## src/rtl/operand_fetch_32b.sv

```systemverilog
`default_nettype none
// ============================================================================
//  Module   : operand_fetch_32b
//  Purpose  : 32x32 register file with writeback bypass, rs2/imm select and a
//             single-entry valid/ready output slot feeding the ALU.
//  Revision : 1.0  initial release
// ============================================================================
module operand_fetch_32b #(
    parameter  int XLEN = 32,
    parameter  int NREG = 32,
    localparam int AW   = $clog2(NREG)
) (
    input  logic            clk,
    input  logic            rst_n,
    input  logic            issue_valid_i,
    output logic            issue_ready_o,
    input  logic [AW-1:0]   rs1_addr_i,
    input  logic [AW-1:0]   rs2_addr_i,
    input  logic [XLEN-1:0] imm_i,
    input  logic            use_imm_i,
    input  logic            alu_sel_in_i,
    input  logic            wb_en_i,
    input  logic [AW-1:0]   wb_addr_i,
    input  logic [XLEN-1:0] wb_data_i,
    output logic            op_valid_o,
    input  logic            op_ready_i,
    output logic [XLEN-1:0] in0_o,
    output logic [XLEN-1:0] in1_o,
    output logic            alu_sel_o
);

    logic [XLEN-1:0] w_rf [NREG];

    // x0 is hardwired to zero and never stored
    for (genvar g = 0; g < NREG; g++) begin : g_reg
        if (g == 0) begin : g_zero
            assign w_rf[g] = '0;
        end else begin : g_flop
            logic [XLEN-1:0] reg_q;
            always_ff @(posedge clk or negedge rst_n) begin
                if (!rst_n) begin
                    reg_q <= '0;
                end else if (wb_en_i && (wb_addr_i == AW'(g))) begin
                    reg_q <= wb_data_i;
                end
            end
            assign w_rf[g] = reg_q;
        end
    end

    logic            w_wb_live;
    logic [XLEN-1:0] w_rs1_val;
    logic [XLEN-1:0] w_rs2_val;
    logic [XLEN-1:0] w_in1_next;
    logic            w_accept;

    assign w_wb_live  = wb_en_i && (wb_addr_i != '0);
    assign w_rs1_val  = (w_wb_live && (wb_addr_i == rs1_addr_i)) ? wb_data_i : w_rf[rs1_addr_i];
    assign w_rs2_val  = (w_wb_live && (wb_addr_i == rs2_addr_i)) ? wb_data_i : w_rf[rs2_addr_i];
    assign w_in1_next = use_imm_i ? imm_i : w_rs2_val;

    logic            valid_q, valid_d;
    logic [XLEN-1:0] in0_q, in0_d;
    logic [XLEN-1:0] in1_q, in1_d;
    logic            sel_q, sel_d;

    assign issue_ready_o = !valid_q || op_ready_i;
    assign w_accept      = issue_valid_i && issue_ready_o;

    // Operands are snapshotted at accept; later writebacks do not touch them
    always_comb begin
        valid_d = valid_q;
        in0_d   = in0_q;
        in1_d   = in1_q;
        sel_d   = sel_q;
        if (w_accept) begin
            valid_d = 1'b1;
            in0_d   = w_rs1_val;
            in1_d   = w_in1_next;
            sel_d   = alu_sel_in_i;
        end else if (op_ready_i) begin
            valid_d = 1'b0;
        end
    end

    always_ff @(posedge clk or negedge rst_n) begin
        if (!rst_n) begin
            valid_q <= 1'b0;
            in0_q   <= '0;
            in1_q   <= '0;
            sel_q   <= 1'b0;
        end else begin
            valid_q <= valid_d;
            in0_q   <= in0_d;
            in1_q   <= in1_d;
            sel_q   <= sel_d;
        end
    end

    assign op_valid_o = valid_q;
    assign in0_o      = in0_q;
    assign in1_o      = in1_q;
    assign alu_sel_o  = sel_q;

endmodule
`default_nettype wire

```

## config.mk

```make
export PLATFORM = sky130hd
export DESIGN_NAME = operand_fetch_32b
export DESIGN_NICKNAME = d
export VERILOG_FILES = /design/src/rtl/operand_fetch_32b.sv
export SDC_FILE = /design/constraint.sdc
export NUM_CORES = 2
export LEC_CHECK = 0
export ABC_AREA = 1
export CELL_PAD_IN_SITES_DETAIL_PLACEMENT = 0
export CELL_PAD_IN_SITES_GLOBAL_PLACEMENT = 2
export CORE_AREA = 2 2 419 379
export DETAILED_ROUTE_END_ITERATION = 7
export DIE_AREA = 0 0 421 381
export GPL_ROUTABILITY_DRIVEN = 0
export PLACE_DENSITY = 0.82
export SLEW_MARGIN = 10
export SYNTH_ARGS = -nofsm -noshare
export SYNTH_HDL_FRONTEND = slang
export SYNTH_SLANG_ARGS = --single-unit
```

## constraint.sdc

```tcl
create_clock -name clk -period 3.24 [get_ports clk]
set_clock_uncertainty 0.05 [all_clocks]
set_input_delay 0.324 -clock clk [delete_from_list [all_inputs] [get_ports clk]]
set_output_delay 0.324 -clock clk [all_outputs]
set_load 0.02 [all_outputs]
```

==> qor.yml <==
yosysTopAreaCellShare: 0.4370
period_share: 0.7911
r2r_slack_ns: 1.37
clkLatencyLatePin_ns: 0.78
dr_total_vias: 59960
area_growth_pct: 15.18
reg2reg_depth: 7
synth.most_common_cell: "nand2_1"
cpMaxStageDelayCell: "clkdlybuf4s50_1"
dr.pass1.iters: 6
avgSynthCellArea_um2: 6.954
synth_cells: 8713
fmax_ghz: 0.3902
power_density_mw_per_mm2: 598.4
yosys-top-cells-area: "dfrtp_1 44%, nand2_1 17%, nand3_1 11%, o21ai_0 8.7%, inv_1 5.1%"
cts-htree-levels: 4
rsz0062_at_grt: "no"
cellLeakagePower_nw: 33.97
crit_required_ns: 2.87
layout.nets: 8644
setup_viol: 0
worstMarginPinSlew_ns: 1.036
cp_data_arrival_time_ns: 2.19
antenna_found_initial: 17
vias_per_cell: 5.568
end_kind: "output pin"
syn_nets: 8799
hold_violations: 0
synth_ff_type: "dfrtp_1"
worstReg2RegEnd: "in0_o[6]"
min_path_type: "in -> async"
clock_sinks: 1058
post-cts-setup-buffer-count: 0
dp_hpwl_um: 165600
fp.dieW_um: 421
dr.first_iter.drc_count: 7303
synth_area_mm2: 0.06059
die_y_um: 381
synth-async-reset-ratio: 1.000
cts_tree: "yes"
synth_common_cells: "2761 x nand2_1, 1369 x nand3_1, 1058 x dfrtp_1"
ioPinCount: 153
synth_edf_count: 0
dieArea_mm2: 0.1604
ctsHoldBuffers: 2
pre_cts_ws_ns: 0.1634
crit_chain: "clkdlybuf4s50_1"
clk_pin_slew_worst_paths_ns: 0.06
synth_cell_types: 27
fin_tns_setup_ns: 0
cts_made_buffers: 133
hold_ws_ns: 0.08720
cts_repair_resize_count: 0
drive_gt1_frac: 0.07691
portBuffers: 152
row_count: 138
min_period_ns: 2.563
routedWlPerCell_um: 25.57
cp.buffers_inverters: 1
r2r-start: "op_valid_o"
max_stage_delay_ns: 0.73
drcViolationCount: 0
path_class: "reg -> out"
yosysTopAreaCell: "dfrtp_1"
grtUsageTotal: 0.3395
ant_nets: 0
grt-ovfl-total: 0
cts_root_buffer: "clkbuf_16"
grt_pass1_wl_um: 403000
yosys_warnings: 0
path_delay_family: "buffers and inverters"
critPathMaxFanout: 2
start_util: 0.3877
wl_um: 275400
grt_start_max_net_pins: 112
finalMaxSlewViolations: 0
worst_ir_drop_vdd_mv: 0.5874
cap_violations: 0
startpoint_type: "flip-flop"
coreArea_mm2: 0.1563
seq_area_frac_synth: 0.4370
fin_ws_ns: 0.6770
synth_seq_cells: 1058
slew_headroom: 0.3092
status: "complete, no violations"
clockBufferDepth: 3
grt_pass1_vias: 56490
==> flip-flops by register name, indices dropped and copies added (netlist names) <==
| register | count |
|---|---|
| g.g_flop.reg_q | 992 |
| op_valid_o | 1 |
| in0_o | 32 |
| alu_sel_o | 1 |
| in1_o | 32 |
==> cells by family after synthesis <==
kind of cell	synth area share
AND/OR/NAND/NOR	0.3148
buffers and inverters	0.1050
AO/OA/AOI/OAI	0.1419
flip-flops	0.4370
XOR/XNOR	0.001301
==> cells in the final DEF (no fill, tap or decap), types with 11 or more instances in the layout <==
cell	n
clkinv_2	17
nand2_1	2751
or2_2	96
nor2_4	11
o21ai_1	103
clkdlybuf4s50_1	141
inv_1	815
clkbuf_16	141
o211ai_1	320
buf_12	104
clkbuf_1	33
nand2_4	29
nand3_1	1368
clkbuf_8	38
o21ai_0	1055
nor2_1	257
dfrtp_1	1058
a21oi_1	80
buf_4	195
==> layer usage <==
layer / share of wire / routed length [um] / global-route usage
met4: 0.040 / 11110 / 0.1317
met5: 0.00029 / 79 / 0
met1: 0.44 / 121100 / 0.4753
met2: 0.44 / 121300 / 0.5231
met3: 0.079 / 21740 / 0.05661
==> worst max path at each step <==
stage | startpoint | endpoint | slack (ns) | cells after the start
after CTS | in0_o[0] | in0_o[0] | 0.64 | 1
after floorplan | op_valid_o | in0_o[10] | 1.60 | 7
after global placement | wb_addr_i[2] | in1_o[30] | 0.18 | 11
after global routing | in1_o[16] | in1_o[16] | 0.63 | 1
final | in1_o[22] | in1_o[22] | 0.68 | 1
after detailed placement | wb_addr_i[2] | in1_o[30] | 0.16 | 11
==> metrics by stage <==
stage	total power, mW	util	instances	area (um2)
finish	41.76	0.4466	10770	69780
global route	44.05	0.4465	10760	69770
CTS	41.91	0.4464	10760	69760
detailed placement	26.44	0.4179	10520	65300
global placement	26.28	0.4179	10520	65300
floorplan	22.95	-	8713	60590
==> layout make-up <==
| class | instances | area [um2] |
|---|---|---|
| clock inverters | 25 | 285.3 |
| multi-input cells | 6087 | 27980 |
| well taps | 2100 | 2628 |
| inverters | 828 | 3154 |
| fillers | 16200 | 86480 |
| flip-flops and latches | 1058 | 26480 |
| clock buffers | 211 | 4161 |
| repair buffers | 450 | 5082 |
| diodes | 9 | 22.52 |
==> report_power, final <==
group	switching, mW	leakage [nW]	internal, mW
logic	5.66	18.1	3.22
clock network	6.16	2.20	9.24
registers	1.81	13.7	15.7
No activity file was read; power rests on OpenSTA's default activity.
